`config.mk`:
```
export PLATFORM = sky130hd
export DESIGN_NAME = serial_subtractor_4bit
export DESIGN_NICKNAME = d
export VERILOG_FILES = /design/src/rtl/serial_subtractor_4bit_pkg.sv /design/src/rtl/serial_subtractor_4bit_fsub.sv /design/src/rtl/serial_subtractor_4bit.sv
export SDC_FILE = /design/constraint.sdc
export NUM_CORES = 1
export LEC_CHECK = 0
export CORE_UTILIZATION = 48
export DETAILED_ROUTE_END_ITERATION = 10
export PLACE_DENSITY = 0.85
export SLEW_MARGIN = 20
export SYNTH_ARGS = -nofsm -noshare
export SYNTH_HDL_FRONTEND = slang
export SYNTH_SLANG_ARGS = --single-unit
```
`constraint.sdc`:
```
create_clock -name clk -period 1.6 [get_ports clk]
set_input_delay 0.32 -clock clk [delete_from_list [all_inputs] [get_ports clk]]
set_output_delay 0.32 -clock clk [all_outputs]
set_load 0.01 [all_outputs]
```
`src/rtl/serial_subtractor_4bit_pkg.sv`:
```
// Shared constants for the bit-serial subtractor and its adder siblings.
package serial_subtractor_4bit_pkg;

    localparam int WIDTH_DEF = 4;
    localparam int CNT_W     = $clog2(WIDTH_DEF);

    typedef enum logic {
        ST_IDLE  = 1'b0,
        ST_SHIFT = 1'b1
    } state_t;

endpackage

```
`src/rtl/serial_subtractor_4bit_fsub.sv`:
```
// One-bit full subtractor cell: diff = a - b - bin, with borrow out.
module full_subtractor_1bit (
    input  logic a,
    input  logic b,
    input  logic bin,
    output logic diff,
    output logic bout
);

    // Borrow when b exceeds a, or when a == b and a borrow is pending.
    always_comb begin
        diff = a ^ b ^ bin;
        bout = (~a & b) | (~(a ^ b) & bin);
    end

endmodule

```
`src/rtl/serial_subtractor_4bit.sv`:
```
// Bit-serial subtractor: d = a - b - bin, LSB first, one bit per clock.
// Optional macro SERIAL_SUB_OVF_EN adds a registered signed-overflow output ovf.
module serial_subtractor_4bit
    import serial_subtractor_4bit_pkg::*;
#(
    parameter int WIDTH = WIDTH_DEF
) (
    input  logic             clk,
    input  logic             rst_n,
    input  logic             start,
    input  logic [WIDTH-1:0] a,
    input  logic [WIDTH-1:0] b,
    input  logic             bin,
    output logic             busy,
    output logic             done,
    output logic [WIDTH-1:0] d,
    output logic             bout
`ifdef SERIAL_SUB_OVF_EN
    ,
    output logic             ovf
`endif
);

    localparam int CW = (WIDTH > 1) ? $clog2(WIDTH) : 1;
    localparam logic [CW-1:0] CNT_LAST = CW'(WIDTH - 1);

    state_t           state_q,  state_d;
    logic [WIDTH-1:0] a_sh_q,   a_sh_d;
    logic [WIDTH-1:0] b_sh_q,   b_sh_d;
    logic [WIDTH-1:0] r_sh_q,   r_sh_d;
    logic             br_q,     br_d;
    logic [CW-1:0]    cnt_q,    cnt_d;
    logic             busy_q,   busy_d;
    logic             done_q,   done_d;
    logic [WIDTH-1:0] d_q,      d_d;
    logic             bout_q,   bout_d;
`ifdef SERIAL_SUB_OVF_EN
    logic             ovf_q,    ovf_d;
`endif

    logic             fs_diff;
    logic             fs_bout;
    logic [WIDTH-1:0] r_next;

    full_subtractor_1bit u_fsub (
        .a    (a_sh_q[0]),
        .b    (b_sh_q[0]),
        .bin  (br_q),
        .diff (fs_diff),
        .bout (fs_bout)
    );

    // Next-state: capture on start in IDLE, shift one bit per cycle in SHIFT.
    always_comb begin
        state_d = state_q;
        a_sh_d  = a_sh_q;
        b_sh_d  = b_sh_q;
        r_sh_d  = r_sh_q;
        br_d    = br_q;
        cnt_d   = cnt_q;
        busy_d  = busy_q;
        done_d  = 1'b0;
        d_d     = d_q;
        bout_d  = bout_q;
`ifdef SERIAL_SUB_OVF_EN
        ovf_d   = ovf_q;
`endif
        r_next  = {fs_diff, r_sh_q[WIDTH-1:1]};

        case (state_q)
            ST_IDLE: begin
                if (start) begin
                    a_sh_d  = a;
                    b_sh_d  = b;
                    br_d    = bin;
                    r_sh_d  = '0;
                    cnt_d   = '0;
                    busy_d  = 1'b1;
                    state_d = ST_SHIFT;
                end
            end
            ST_SHIFT: begin
                r_sh_d = r_next;
                a_sh_d = a_sh_q >> 1;
                b_sh_d = b_sh_q >> 1;
                br_d   = fs_bout;
                cnt_d  = cnt_q + CW'(1);
                if (cnt_q == CNT_LAST) begin
                    // Result registers only change here, so d/bout hold between completions.
                    d_d     = r_next;
                    bout_d  = fs_bout;
`ifdef SERIAL_SUB_OVF_EN
                    // Borrow into the MSB cell is br_q on this last bit.
                    ovf_d   = br_q ^ fs_bout;
`endif
                    done_d  = 1'b1;
                    busy_d  = 1'b0;
                    cnt_d   = '0;
                    state_d = ST_IDLE;
                end
            end
            default: state_d = ST_IDLE;
        endcase
    end

    // State, datapath and registered outputs; async reset aborts any operation.
    always_ff @(posedge clk or negedge rst_n) begin
        if (!rst_n) begin
            state_q <= ST_IDLE;
            a_sh_q  <= '0;
            b_sh_q  <= '0;
            r_sh_q  <= '0;
            br_q    <= 1'b0;
            cnt_q   <= '0;
            busy_q  <= 1'b0;
            done_q  <= 1'b0;
            d_q     <= '0;
            bout_q  <= 1'b0;
`ifdef SERIAL_SUB_OVF_EN
            ovf_q   <= 1'b0;
`endif
        end else begin
            state_q <= state_d;
            a_sh_q  <= a_sh_d;
            b_sh_q  <= b_sh_d;
            r_sh_q  <= r_sh_d;
            br_q    <= br_d;
            cnt_q   <= cnt_d;
            busy_q  <= busy_d;
            done_q  <= done_d;
            d_q     <= d_d;
            bout_q  <= bout_d;
`ifdef SERIAL_SUB_OVF_EN
            ovf_q   <= ovf_d;
`endif
        end
    end

    assign busy = busy_q;
    assign done = done_q;
    assign d    = d_q;
    assign bout = bout_q;
`ifdef SERIAL_SUB_OVF_EN
    assign ovf  = ovf_q;
`endif

endmodule

```
==> results.yml, run 1 <==
sta:
  fmax_ghz: 0.6448
  setup_tns_ps: 0
  fin_skew_ps: 2.702
  slew_headroom: 0.8069
  finalSetupViolations: 0
  drv_slew: 0
  tightestPinTransition_ps: 288.5
  hold_violations: 0
  grt_setup_unrepaired: "false"
  period_share: 0.9694
  fin_crit_ps: 1551
  worst_hold_slack_ps: 357.7
detailed_routing:
  drt-vias-per-instance: 5.073
  routedWlPerCell_um: 11.95
  drt_wl_total_um: 1482
  firstDrtPassIters: 4
  drc_errors: 0
  ant_nets: 0
  route.vias.total: 629
  drt_iter0_markers: 22
cts:
  clk_latency_ps: 290
  htreeDepth: 1
  cts_resized: 0
  cts_made_buffers: 3
  post-cts-setup-buffer-count: 0
  ctsRootBufferMaster: "clkbuf_4"
  cts_tree: "done"
  clk_pin_slew_ps: 110
  clk_path_buf_depth: 2
  cts_hold_buffers: 0
  clock_sinks: 22
logic_synthesis:
  ys_top_cells_by_area: "dfrtp_1 59%, mux2i_1 12%, mux2_2 4.8%"
  yosysTopAreaCell: "dfrtp_1"
  synth_top_area_frac: 0.5914
  netlist_instances: 77
  yosysUniqueCellTypes: 18
  synthesis.nets: 91
  yosys_warnings: 0
  synth-seq-cells: 22
  syn_area_um2: 930.9
  syn_avg_cell_area_um2: 12.09
  ys_seq_area_frac: 0.5914
grt:
  grt_max_degree: 23
  grt_first_pass_wirelength_um: 2546
  antenna_found_initial: 0
  grt_overflow: 0
  grt.total_usage: 0.1710
  grt_pass1_vias: 624
power_and_ir_drop:
  power.density_nw_per_um2: 1709
  leakage_nw: 0.5645
  ir_drop_v: 0.0007473
  total_power_w: 0.002006
critical_path:
  worst-path-stages: 1
  r2r_setup_slack_ps: 290
  rr_worst_depth: 3
  crit_required_ps: 1280
  crit_family: "buffers and inverters"
  cp.arrival_ps: 1230
  timing.rr.start: "cnt_q[0]$_DFFE_PN0P_"
  cp_slowest_cell: "clkdlybuf4s50_1"
  path_cells: "clkdlybuf4s50_1"
  critPathBufInv: 1
  cp-start-kind: "flop"
  reg2reg_to: "d[1]$_DFFE_PN0P_"
  end_kind: "output port"
  path_max_fanout: 3
  critPathKind: "flop to output port"
  cpPeakStageDelay_ps: 550
floorplan:
  start_util: 0.5277
  design.core.area_um2: 1764
  fp.dieW_um: 46.04
  row_count: 15
  die_area_um2: 2120
  die_h_um: 46.04
  io_pins: 19
place:
  gp_congestion: 0.6757
  dp.cells: 121
  hpwlAfterDp_um: 1195
  port_buffers: 18
hold_path:
  hold_class: "input port to async pin"
outcome:
  status: "complete, no violations"
finish:
  syn_to_final_growth_pct: 26.08
  layout.cells.non_filler: 124
  antenna-diode-count: 0
  nets: 115
  drive_gt1_frac: 0.1313
  post-route-util: 0.6652
run:
  maxCapViolCount: 0
==> flip-flops by register name, indices dropped and copies added (netlist names) <==
signal   flops
b_sh_q       4
d            4
a_sh_q       4
done         1
bout         1
r_sh_q       3
state_q      1
busy         1
cnt_q        2
br_q         1
==> metrics by stage <==
| step | area (µm²) | worst slack (ps) |
|---|---|---|
| 2_1_floorplan | 930.9 | 372.8 |
| 3_3_place_gp | 1151 | 224.6 |
| 3_5_place_dp | 1151 | 182.7 |
| 6_report | 1174 | 49.02 |
| 5_1_grt | 1174 | 6.234 |
| 4_1_cts | 1174 | 49.29 |
==> cell families after synthesis <==
group                      Yosys count  synth area share
DFF                                 22            0.5914
and+or+nand+nor                     16           0.07259
muxes                               15            0.1667
AOI/OAI and AO/OA                   13           0.08334
buffers and inverters                9           0.05108
adders and majority gates            2           0.03494
==> routing by layer <==
| metal | share of wire | wire [µm] | track usage |
|---|---|---|---|
| met2 | 0.53 | 786 | 0.3014 |
| met4 | 0 | 0 | 0.05294 |
| met3 | 0.032 | 48 | 0.03571 |
| met5 | 0 | 0 | 0 |
| met1 | 0.44 | 647 | 0.2061 |
==> final cells by class <==
class / instances / area (µm²)
inverters: 5 / 18.77
fillers: 159 / 590.6
clock buffers: 3 / 22.52
flip-flops and latches: 22 / 550.5
well taps: 25 / 31.28
multi-input cells: 46 / 332.8
repair buffers: 23 / 217.7
==> Yosys cell counts, drive strengths merged <==
master and number:
mux2i 11, o22ai 1, fa 1, dfrtp 22
o21ai 8, nor2 5, nand2 9, a22o 3
ha 1, inv 5, mux2 4, a21oi 1
buf 4, nand2b 2
==> worst max-delay path by stage <==
stage                     startpoint                    end  slack, ps
2_1_floorplan  b_sh_q[0]$_DFFE_PN0P_       d[3]$_DFFE_PN0P_        370
3_3_place_gp                   start  b_sh_q[1]$_DFFE_PN0P_        220
3_5_place_dp                   start  a_sh_q[2]$_DFFE_PN0P_        180
4_1_cts             busy$_DFFE_PN0P_                   busy         50
5_1_grt             busy$_DFFE_PN0P_                   busy          6
6_report            busy$_DFFE_PN0P_                   busy         50
==> placed cells by master (no fill, tap or decap) <==
master and count:
fa_1 1, nand2_1 8, o21ai_1 4, nor2_1 5
clkdlybuf4s50_1 18, ha_1 1, inv_1 5, o21ai_0 4
o22ai_1 1, nand2b_1 2, buf_4 5, mux2_2 4
mux2i_1 11, clkbuf_4 3, a21oi_1 1, nand2_2 1
dfrtp_1 22, a22o_1 3
==> power breakdown <==
part           total (W)  switching, W  leakage (nW)  internal, W
registers       0.000952      0.000160         0.277     0.000792
logic           0.000814      0.000352         0.274     0.000463
clock network   0.000240      0.000152        0.0138    0.0000876
total            0.00201      0.000663         0.564      0.00134
Power figures use the tool's default switching activity.
==> inputs of run 2 (changes only) <==
--- a/config.mk
+++ b/config.mk
@@ -5,9 +5,10 @@
 export SDC_FILE = /design/constraint.sdc
 export NUM_CORES = 1
 export LEC_CHECK = 0
-export CORE_UTILIZATION = 48
+export CORE_UTILIZATION = 52
+export CTS_BUF_LIST = sky130_fd_sc_hd__clkbuf_8
 export DETAILED_ROUTE_END_ITERATION = 10
-export PLACE_DENSITY = 0.85
+export PLACE_DENSITY = 0.91
 export SLEW_MARGIN = 20
 export SYNTH_ARGS = -nofsm -noshare
 export SYNTH_HDL_FRONTEND = slang
==> results.yml, run 2 (synthesis results as in run 1) <==
cts:
  cts_hold_buffers: 0
  post-cts-setup-buffer-count: 0
  cts_made_buffers: 3
  cts_tree: "done"
  clk_path_buf_depth: 2
  htreeDepth: 1
  clk_pin_slew_ps: 70
  clock_sinks: 22
  clk_latency_ps: 250
  cts_resized: 0
  ctsRootBufferMaster: "clkbuf_8"
sta:
  worst_hold_slack_ps: 406.9
  finalSetupViolations: 0
  fin_crit_ps: 1466
  fmax_ghz: 0.6821
  grt_setup_unrepaired: "false"
  slew_headroom: 0.8215
  tightestPinTransition_ps: 267.8
  fin_skew_ps: 1.955
  hold_violations: 0
  setup_tns_ps: 0
  period_share: 0.9163
  drv_slew: 0
detailed_routing:
  drt_wl_total_um: 1493
  drt_iter0_markers: 14
  ant_nets: 0
  drt-vias-per-instance: 5.000
  routedWlPerCell_um: 12.24
  firstDrtPassIters: 4
  drc_errors: 0
  route.vias.total: 610
place:
  dp.cells: 119
  hpwlAfterDp_um: 1110
  gp_congestion: 0.6839
  port_buffers: 18
critical_path:
  crit_family: "buffers and inverters"
  path_max_fanout: 2
  end_kind: "output port"
  critPathKind: "flop to output port"
  path_cells: "clkdlybuf4s50_1"
  cp_slowest_cell: "clkdlybuf4s50_1"
  cp.arrival_ps: 1150
  crit_start: "bout$_DFFE_PN0P_"
  critPathBufInv: 1
  cp-start-kind: "flop"
  cpPeakStageDelay_ps: 540
  crit_required_ps: 1280
  timing.rr.start: "b_sh_q[0]$_DFFE_PN0P_"
finish:
  final_cell_mix: "22 x dfrtp_1, 18 x clkdlybuf4s50_1, 11 x mux2i_1"
  syn_to_final_growth_pct: 27.15
  layout.cells.non_filler: 122
  layout_commonest_cell: "dfrtp_1"
  nets: 114
  fillers: 108
  drive_gt1_frac: 0.1224
  antenna-diode-count: 0
power_and_ir_drop:
  ir_drop_v: 0.0009127
  p_sw_w: 0.0006711
  p_int_w: 0.001412
  p_seq_frac: 0.454
  swShare: 0.3222
  leakage_nw: 0.5678
  p_comb_frac: 0.388
  total_power_w: 0.002083
  power.density_nw_per_um2: 1760
  p_clk_frac: 0.157
floorplan:
  io_pins: 19
  fp.dieW_um: 44.31
  start_util: 0.5840
  design.core.area_um2: 1594
  die_area_um2: 1963
  row_count: 14
  die_h_um: 44.31
run:
  maxCapViolCount: 0
hold_path:
  hold_class: "input port to async pin"
grt:
  antenna_found_initial: 0
  grt.total_usage: 0.1871
  grt_pass1_vias: 619
  grt_overflow: 0
  grt_max_degree: 23
  grt_first_pass_wirelength_um: 2642
outcome:
  status: "complete, no violations"
[run 2: cell types whose count changed in the layout (fill, tap and decap cells not counted)]
cell      change
buf_4         -1
clkbuf_4      -3
clkbuf_8      +3
[run 2: layout make-up]
cell class / instances / area, µm² / area share
clock buffer: 3 / 41.29 / 0.03488
inverter: 5 / 18.77 / 0.01586
multi-input combinational: 46 / 332.8 / 0.2812
sequential: 22 / 550.5 / 0.4651
tap: 24 / 30.03 / 0.02537
timing repair buffer: 22 / 210.2 / 0.1776
[run 2: metal layers]
metal / GRT usage / up-vias / part of all wire
met2: 0.3000 / 16 / 0.49
met5: 0 / - / 0
li1: - / 300 / -
met1: 0.2527 / 292 / 0.47
met4: 0.07273 / 0 / 0.0094
met3: 0.03673 / 2 / 0.033
[run 2: path summary, 6_finish.rpt]
kind | endpoint | slack (ps) | cells past startpoint
hold reg to reg | a_sh_q[2]$_DFFE_PN0P_ | 490 | 2
max in group asynchronous | d[3]$_DFFE_PN0P_ | 980 | 2
setup reg to reg | d[3]$_DFFE_PN0P_ | 300 | 3
min in group clk | a_sh_q[2]$_DFFE_PN0P_ | 490 | 2
setup / recovery | bout | 130 | 1
hold / removal | d[0]$_DFFE_PN0P_ | 410 | 2
[run 2: power groups by stage]
| stage | logic (W) | clock network [W] | registers [W] |
|---|---|---|---|
| detailed placement | 0.000812 | 0 | 0.000958 |
| global placement | 0.000775 | 0 | 0.000938 |
| CTS | 0.000817 | 0.000330 | 0.000950 |
| finish | 0.000809 | 0.000328 | 0.000946 |
| floorplan | 0.000514 | 0 | 0.000944 |
| global route | 0.000895 | 0.000352 | 0.000982 |
[run 2: per-stage QoR]
step / utilization / setup WS (ps) / instance area (µm²)
3_3_place_gp: 0.7166 / 183.3 / 1142
2_1_floorplan: - / 372.8 / 930.9
4_1_cts: 0.7425 / 126.7 / 1184
3_5_place_dp: 0.7166 / 163.4 / 1142
6_report: 0.7425 / 133.9 / 1184
5_1_grt: 0.7425 / 77.77 / 1184
==> inputs of run 3 (changes only) <==
--- a/config.mk
+++ b/config.mk
@@ -5,6 +5,7 @@
 export SDC_FILE = /design/constraint.sdc
 export NUM_CORES = 1
 export LEC_CHECK = 0
+export ABC_CLOCK_PERIOD_IN_PS = 1600
 export CORE_UTILIZATION = 52
 export CTS_BUF_LIST = sky130_fd_sc_hd__clkbuf_8
 export DETAILED_ROUTE_END_ITERATION = 10
==> results of run 3 <==
Final layout, timing and power as in run 2 (identical DEF).
